$ cat src/rtl/ldpc_iter_ctrl.sv
// ldpc_iter_ctrl -- iteration scheduler for the LDPC decoder datapath.
//
// Loads one LLR frame, then runs flooding iterations (CNU phase, CNU drain,
// VNU phase, VNU drain, syndrome check). It stops on a zero syndrome or on
// the iteration limit and then unloads the decoded frame. The block only
// sequences the shared group address and the phase enables.
//
// Ports:
//   clk, rst_n     clock, asynchronous active-low reset
//   in_valid_i     LLR word present        in_ready_o   LLR word accepted
//   llr_we_o       LLR memory write at addr_o
//   cnu_en_o       CNU group issue         vnu_en_o     VNU group issue
//   addr_o         shared group address
//   syn_ok_i       syndrome-zero flag, sampled in CHECK only
//   out_valid_o    decoded word at addr_o  out_ready_i  sink accepts word
//   iter_cnt_o     completed iterations    converged_o  ended on syn_ok
//   busy_o         any state except IDLE
module ldpc_iter_ctrl #(
   parameter int ADDR_N   = 6,
   parameter int ADDR_W   = 3,
   parameter int CNU_LAT  = 2,
   parameter int VNU_LAT  = 3,
   parameter int MAX_ITER = 20,
   parameter int ITER_W   = 5
) (
   input  logic              clk,
   input  logic              rst_n,
   input  logic              in_valid_i,
   output logic              in_ready_o,
   output logic              llr_we_o,
   output logic              cnu_en_o,
   output logic              vnu_en_o,
   output logic [ADDR_W-1:0] addr_o,
   input  logic              syn_ok_i,
   output logic              out_valid_o,
   input  logic              out_ready_i,
   output logic [ITER_W-1:0] iter_cnt_o,
   output logic              converged_o,
   output logic              busy_o
);

   localparam int LAT_MAX = (CNU_LAT > VNU_LAT) ? CNU_LAT : VNU_LAT;
   localparam int DRN_W   = $clog2(LAT_MAX + 1);

   localparam logic [ADDR_W-1:0] ADDR_LAST = ADDR_W'(ADDR_N - 1);
   localparam logic [DRN_W-1:0]  CDRN_LAST = DRN_W'(CNU_LAT - 1);
   localparam logic [DRN_W-1:0]  VDRN_LAST = DRN_W'(VNU_LAT - 1);
   localparam logic [ITER_W-1:0] ITER_MAX  = ITER_W'(MAX_ITER);

   typedef enum logic [2:0] {
      S_IDLE, S_LOAD, S_CNU, S_CDRN, S_VNU, S_VDRN, S_CHECK, S_OUT
   } state_t;

   state_t            state_q, state_d;
   logic [ADDR_W-1:0] addr_q, addr_d;
   logic [ITER_W-1:0] iter_q, iter_d;
   logic [DRN_W-1:0]  drn_q, drn_d;
   logic              conv_q, conv_d;
   logic              addr_last;

   assign addr_last = (addr_q == ADDR_LAST);

   always_ff @(posedge clk or negedge rst_n) begin
      if (!rst_n) begin
         state_q <= S_IDLE;
         addr_q  <= '0;
         iter_q  <= '0;
         drn_q   <= '0;
         conv_q  <= 1'b0;
      end else begin
         state_q <= state_d;
         addr_q  <= addr_d;
         iter_q  <= iter_d;
         drn_q   <= drn_d;
         conv_q  <= conv_d;
      end
   end

   always_comb begin
      state_d = state_q;
      addr_d  = addr_q;
      iter_d  = iter_q;
      drn_d   = drn_q;
      conv_d  = conv_q;
      case (state_q)
         // IDLE always has addr 0, so its first accept writes word 0.
         S_IDLE: begin
            if (in_valid_i) begin
               addr_d  = ADDR_W'(1);
               state_d = S_LOAD;
            end
         end
         S_LOAD: begin
            if (in_valid_i) begin
               if (addr_last) begin
                  addr_d  = '0;
                  state_d = S_CNU;
               end else begin
                  addr_d = addr_q + 1'b1;
               end
            end
         end
         S_CNU: begin
            if (addr_last) begin
               addr_d  = '0;
               state_d = S_CDRN;
            end else begin
               addr_d = addr_q + 1'b1;
            end
         end
         S_CDRN: begin
            if (drn_q == CDRN_LAST) begin
               drn_d   = '0;
               state_d = S_VNU;
            end else begin
               drn_d = drn_q + 1'b1;
            end
         end
         S_VNU: begin
            if (addr_last) begin
               addr_d  = '0;
               state_d = S_VDRN;
            end else begin
               addr_d = addr_q + 1'b1;
            end
         end
         // The iteration is counted when the VNU pipe has drained, so CHECK
         // compares against the already-incremented count.
         S_VDRN: begin
            if (drn_q == VDRN_LAST) begin
               drn_d   = '0;
               iter_d  = iter_q + 1'b1;
               state_d = S_CHECK;
            end else begin
               drn_d = drn_q + 1'b1;
            end
         end
         S_CHECK: begin
            if (syn_ok_i) begin
               conv_d  = 1'b1;
               state_d = S_OUT;
            end else if (iter_q == ITER_MAX) begin
               conv_d  = 1'b0;
               state_d = S_OUT;
            end else begin
               state_d = S_CNU;
            end
         end
         S_OUT: begin
            if (out_ready_i) begin
               if (addr_last) begin
                  addr_d  = '0;
                  iter_d  = '0;
                  conv_d  = 1'b0;
                  state_d = S_IDLE;
               end else begin
                  addr_d = addr_q + 1'b1;
               end
            end
         end
         default: state_d = S_IDLE;
      endcase
   end

   assign in_ready_o  = (state_q == S_IDLE) || (state_q == S_LOAD);
   assign llr_we_o    = in_valid_i && in_ready_o;
   assign cnu_en_o    = (state_q == S_CNU);
   assign vnu_en_o    = (state_q == S_VNU);
   assign out_valid_o = (state_q == S_OUT);
   assign busy_o      = (state_q != S_IDLE);
   assign addr_o      = addr_q;
   assign iter_cnt_o  = iter_q;
   assign converged_o = conv_q;

endmodule

$ cat config.mk
export PLATFORM = sky130hd
export DESIGN_NAME = ldpc_iter_ctrl
export DESIGN_NICKNAME = d
export VERILOG_FILES = /design/src/rtl/ldpc_iter_ctrl.sv
export SDC_FILE = /design/constraint.sdc
export NUM_CORES = 1
export LEC_CHECK = 0
export BUFFER_PORTS_ARGS = -buffer_cell sky130_fd_sc_hd__buf_2
export CORE_MARGIN = 1
export CORE_UTILIZATION = 30
export DETAILED_ROUTE_END_ITERATION = 12
export GPL_TIMING_DRIVEN = 0
export PLACE_DENSITY_LB_ADDON = 0.08
export SLEW_MARGIN = 10
export SYNTH_ARGS = -nofsm -noshare
export SYNTH_HDL_FRONTEND = slang
export SYNTH_SLANG_ARGS = --single-unit
$ cat constraint.sdc
create_clock -name clk -period 1.7 [get_ports clk]
set_input_delay 0.085 -clock clk [delete_from_list [all_inputs] [get_ports clk]]
set_output_delay 0.085 -clock clk [all_outputs]
set_load 0.01 [all_outputs]
==> results_dict.tcl, run 1 <==
set metrics [dict create \
    die_y_um 58.56 \
    cts_buffers 3 \
    period_minus_slack_ps 1676 \
    wl_um 2616 \
    grt_max_degree 15 \
    synthCells 113 \
    syn_avg_cell_area_um2 8.493 \
    timing.fmax_mhz 596.5 \
    pin_count 20 \
    path_cells "nand2b_1 -> a221o_1 -> a211o_1 -> a221o_1" \
    worst-endpoint-required_ps 1880 \
    cts-htree-levels 1 \
    yosysWarningCount 0 \
    netlist_area_um2 959.7 \
    grt_pass1_vias 828 \
    fin_nets 149 \
    peakVddDrop_mv 0.8127 \
    drv_slew 0 \
    drc 0 \
    die_area_mm2 0.003429 \
    clk_latency_ps 290 \
    cp_top_family "compound AO/OA/AOI/OAI gates" \
    ys_types 35 \
    core_area_mm2 0.003053 \
    cts_max_path_buffers 2 \
    drive_gt1_share_pct 30.50 \
    firstDrtPassIters 4 \
    dp_slack_ps -267.4 \
    grt_pass1_wl_um 4181 \
    synth_top_family_by_area "simple AND/OR/NAND/NOR gates" \
    synth_nets 120 \
    cap_violations 0 \
    skew_ps 4.803 \
    vias_per_cell 5.027 \
    muxShareOfSynthArea_pct 2.347 \
    worst_slew_pin_slew_ps 402.9 \
    ys_ff_latch 14 \
    max_stage_delay_ps 470 \
    worstSetupEndpointType "flip-flop" \
    syn_to_final_growth_pct 28.42 \
    synth-adder-area-share_pct 2.608 \
    cts-root-buf "clkbuf_4" \
    ys_seq_area_share_pct 36.51 \
    critical_path.most_common_cell "a221o_1" \
    fill_cells 314 \
    rows 20 \
    final_cell_mix "buf_2 (19), dfrtp_1 (12), o21ai_0 (10)" \
    cts_tree "yes" \
    ant_nets 0 \
    path_class "flip-flop to flip-flop" \
    critPathArrivalTime_ps 1850 \
    cts.sinks 14 \
    antenna_cells 0 \
    status "completed" \
    power_leakage_nw 0.5642 \
    initial_core_util_pct 31.43 \
    vias 930 \
    start_kind "flip-flop" \
    final_util_pct 40.37 \
    setup_viol 0 \
    clk_pin_slew_worst_paths_ps 90 \
    hold_viol_final 0 \
    io_buffer_count 19 \
    cp_num_buf_inv 0 \
    worst_slew_margin_rel_pct 73.08 \
    fin_crit_sh_pct 98.61 \
    final_common_cell "buf_2" \
    die_w_um 58.56 \
    cp_max_fo 7 \
    drtIter0Drc 39 \
    synth_compound_area_share_pct 21.25 \
    grt_usage_pct 16.36 \
    powerDensity_mw_per_mm2 1918 \
    dp_hpwl_um 1809 \
    worstHoldPathType "primary input to flip-flop" \
    yosys.area_share.simple_pct 28.42 \
    wl_per_cell_um 14.14 \
    yosys.area_share.xor_xnor_pct 3.651 \
    antenna_found_initial 0 \
    hold_ws_ps 58.04 \
    critical_path.slowest_cell "dfrtp_2" \
    grt.overflow.total 0 \
    setup_ws_ps 23.60 \
    place.gp.congestion 0.8179 \
]
==> per-layer routing <==
metal / up-vias / GRT usage [%] / part of all wire, %
li1: 465 / - / -
met1: 445 / 23.94 / 54
met2: 18 / 23.48 / 42
met3: 2 / 4.176 / 3.2
met4: 0 / 5.102 / 0.69
met5: - / 0 / 0
==> synthesized netlist by cell type <==
master     n  area (um2)
nor2b_1    5       31.28
a21oi_1    6       30.03
and3b_1    1       8.760
a211oi_1   2       15.01
nor3_1     5       25.02
or3b_1     1       8.760
ha_1       2       25.02
a211o_1    1       8.760
nor4_1     1       6.260
nand2_1    6       22.52
inv_1      6       22.52
o32a_1     2       20.02
and3_1     5       31.28
a22o_1     2       17.52
nand4_1    2       12.51
a21o_1     2       15.01
dfrtp_1   14       350.3
buf_1      2       7.510
a41oi_1    1       8.760
xnor2_1    1       8.760
nand3b_1   1       7.510
a32o_1     1       10.01
and4bb_2   2       25.02
nand2b_1   3       18.77
clkbuf_1   4       15.01
nor2_1     9       33.78
mux2_2     2       22.52
and2_1     3       18.77
o21ai_0   10       50.05
o221ai_1   1       8.760
a221o_1    2       20.02
xor2_1     3       26.28
or3_1      2       12.51
nand3_1    2       10.01
buf_2      1       5.000
==> final timing paths <==
kind | start | end | slack (ps) | depth (start not counted)
worst max-delay path | drn_q[0]$_DFFE_PN0P_ | state_q[1]$_DFFE_PN0P_ | 20 | 4
worst min-delay path | syn_ok_i | converged_o$_DFFE_PN0P_ | 60 | 3
worst max register to register | drn_q[0]$_DFFE_PN0P_ | state_q[1]$_DFFE_PN0P_ | 20 | 4
worst min register to register | converged_o$_DFFE_PN0P_ | converged_o$_DFFE_PN0P_ | 550 | 2
max in group asynchronous | rst_n | state_q[1]$_DFFE_PN0P_ | 1200 | 2
min in group asynchronous | rst_n | addr_o[0]$_DFFE_PN0P_ | 220 | 2
==> metrics by stage <==
step / power (mW) / instance area [um2] / std cells / TNS (ps)
2_1_floorplan: 1.531 / 959.7 / 113 / 0
3_3_place_gp: 1.899 / 1110 / 176 / -1656
3_5_place_dp: 1.910 / 1110 / 176 / -1646
4_1_cts: 2.259 / 1191 / 184 / 0
5_1_grt: 2.559 / 1232 / 185 / -2.295
6_report: 2.364 / 1232 / 185 / 0
==> kinds of logic (layout without fill, tap and decap cells) <==
| group | after synthesis | count (layout) |
|---|---|---|
| AO/OA/AOI/OAI | 30 | 30 |
| XOR/XNOR | 4 | 4 |
| adder cells (fa/ha/maj) | 2 | 2 |
| buffers and inverters | 13 | 41 |
| flip-flops | 14 | 14 |
| multiplexers | 2 | 2 |
| AND/OR/NAND/NOR | 48 | 48 |
==> registers in the layout, summed over array words and instances (netlist names) <==
name         cells
iter_cnt_o       5
drn_q            2
converged_o      1
state_q          3
addr_o           3
==> what timing repair did <==
item                       in CTS  in global routing
buffers inserted                3                  1
gates resized for setup         8                 11
hold endpoints to repair       14                  0
setup endpoints to repair      14                  8
pin swaps                       2                  1
hold buffers                    1                  0
==> power breakdown <==
group	leakage, nW	switching, mW	total (mW)	internal [mW]
Combinational	0.382	0.765	1.47	0.703
Clock	0.0210	0.122	0.252	0.131
Sequential	0.161	0.162	0.644	0.481
==> layout make-up <==
type                    count  area, um2  share of cell area (%)
repair buffers             24      135.1                   10.96
clock buffers               4      36.28                   2.944
well taps                  44      55.05                   4.467
multi-input cells          86      584.3                   47.41
flip-flops and latches     14      352.8                   28.63
inverters                   6      22.52                   1.827
plain buffers               7      46.29                   3.756
==> worst min-delay path: stages <==
cell,delay [ps]
buf_2,100
nand3_1,60
o21ai_0,70
Note: power is estimated with default switching activity, not from simulation.
==> run 2, diff against run 1 <==
--- a/config.mk
+++ b/config.mk
@@ -5,12 +5,14 @@
 export SDC_FILE = /design/constraint.sdc
 export NUM_CORES = 1
 export LEC_CHECK = 0
+export ABC_CLOCK_PERIOD_IN_PS = 1700
 export BUFFER_PORTS_ARGS = -buffer_cell sky130_fd_sc_hd__buf_2
 export CORE_MARGIN = 1
 export CORE_UTILIZATION = 30
 export DETAILED_ROUTE_END_ITERATION = 12
 export GPL_TIMING_DRIVEN = 0
 export PLACE_DENSITY_LB_ADDON = 0.08
+export REMOVE_ABC_BUFFERS = 1
 export SLEW_MARGIN = 10
 export SYNTH_ARGS = -nofsm -noshare
 export SYNTH_HDL_FRONTEND = slang
==> results_dict.tcl, run 2 (same netlist as run 1, synthesis figures left out) <==
set metrics [dict create \
    die_area_mm2 0.003429 \
    status "finished with violations" \
    violations "negative setup slack" \
    powerDensity_mw_per_mm2 1842 \
    r2r-end "state_q[1]$_DFFE_PN0P_" \
    r2r_slack_ps -10 \
    syn_to_final_growth_pct 23.99 \
    max_stage_delay_ps 510 \
    setup_viol 1 \
    hold_viol_final 0 \
    cap_violations 0 \
    cts_max_path_buffers 2 \
    worst-endpoint-required_ps 1880 \
    worstHoldPathType "primary input to flip-flop" \
    clk_pin_slew_worst_paths_ps 90 \
    drtIter0Drc 26 \
    cp_top_family "compound AO/OA/AOI/OAI gates" \
    wl_per_cell_um 13.28 \
    rows 20 \
    cts_buffers 3 \
    period_minus_slack_ps 1713 \
    skew_ps 10.48 \
    io_buffer_count 19 \
    critPathArrivalTime_ps 1890 \
    initial_core_util_pct 31.43 \
    grt_pass1_wl_um 3946 \
    path_class "flip-flop to flip-flop" \
    grt_max_degree 16 \
    grt.overflow.total 0 \
    cp_num_buf_inv 0 \
    antenna_cells 0 \
    die_y_um 58.56 \
    cts-root-buf "clkbuf_4" \
    vias 911 \
    worst_slew_margin_rel_pct 77.05 \
    reg2reg_depth 4 \
    largest_register_ffs 5 \
    fin_tns_setup_ps -13.44 \
    worstSetupEndpointType "flip-flop" \
    vias_per_cell 5.089 \
    cts.sinks 14 \
    power_leakage_nw 0.5356 \
    fin_crit_sh_pct 100.8 \
    cts_tree "yes" \
    setup_ws_ps -13.44 \
    place.gp.congestion 0.6982 \
    grt_pass1_vias 798 \
    critical_path.slowest_cell "dfrtp_4" \
    wl_um 2377 \
    hold_ws_ps 80.48 \
    die_w_um 58.56 \
    crit_start "state_q[1]$_DFFE_PN0P_" \
    final_common_cell "buf_2" \
    clk_latency_ps 280 \
    pin_count 20 \
    critical_path.most_common_cell "a221o_1" \
    drive_gt1_share_pct 29.63 \
    core_area_mm2 0.003053 \
    dp_hpwl_um 1533 \
    final_cell_mix "buf_2 (19), o21ai_0 (10), dfrtp_1 (10)" \
    worst_slew_pin_slew_ps 344.2 \
    critical_path.endpoint "state_q[1]$_DFFE_PN0P_" \
    total_power_mw 2.191 \
    firstDrtPassIters 4 \
    cp_max_fo 7 \
    cts-htree-levels 1 \
    grt_usage_pct 15.47 \
    peakVddDrop_mv 0.6803 \
    rsz0062_at_grt "yes" \
    timing.fmax_mhz 583.6 \
    drc 0 \
    r2r-start "state_q[1]$_DFFE_PN0P_" \
    cp.depth 4 \
    ant_nets 0 \
    path_cells "nor2b_1 -> a221o_1 -> a211o_1 -> a221o_1" \
    min-delay-start "syn_ok_i" \
    fin_nets 144 \
    drv_slew 0 \
    antenna_found_initial 0 \
    start_kind "flip-flop" \
]
run 2: power breakdown:
part | internal, mW | switching, mW | total, mW | leakage (nW)
Clock | 0.0822 | 0.108 | 0.190 | 0.0138
Sequential | 0.496 | 0.219 | 0.714 | 0.159
Combinational | 0.633 | 0.654 | 1.29 | 0.362
run 2: cell type report:
class                   instances  area, um2
multi-input cells              86      579.3
flip-flops and latches         14      360.3
clock buffers                   3      22.52
well taps                      44      55.05
repair buffers                 26      150.1
inverters                       6      22.52
fillers                       339       1863
run 2: routing by layer:
layer  vias up  global-route usage (%)  wire length, um
li1        455                       -                -
met1       444                   22.44             1211
met2         8                   22.33             1100
met3         4                   4.615               43
met4         0                   4.082               22
met5         -                       0                0
run 2: how the worst min path moves through the flow:
stage                                      to  slack, ps  cells past startpoint
floorplan               addr_o[0]$_DFFE_PN0P_       -210                      0
global placement    iter_cnt_o[4]$_DFFE_PN0P_         10                      1
detailed placement  iter_cnt_o[3]$_DFFE_PN0P_          9                      1
CTS                   converged_o$_DFFE_PN0P_         70                      3
global route          converged_o$_DFFE_PN0P_        100                      3
finish                converged_o$_DFFE_PN0P_         80                      3
run 2: tightest hold or removal path: stages:
cell and delay, ps:
buf_2 100, nand3_1 60, o21ai_0 70
run 2: timing repair:
action,CTS,global route
setup endpoints to repair,13,5
endpoints found under the hold margin,14,0
pin swaps,1,0
hold buffers,1,0
gates resized for setup,7,3
buffers inserted,6,0
run 2: stage by stage:
| step | util [%] | area, um2 | std cells | setup slack, ps |
|---|---|---|---|---|
| 3_5_place_dp | 35.45 | 1082 | 169 | -442.9 |
| 6_report | 38.98 | 1190 | 179 | -13.44 |
| 2_1_floorplan | - | 932.1 | 106 | -184.0 |
| 5_1_grt | 38.98 | 1190 | 179 | -72.56 |
| 4_1_cts | 38.61 | 1179 | 179 | -6.874 |
| 3_3_place_gp | 35.45 | 1082 | 169 | -440.2 |
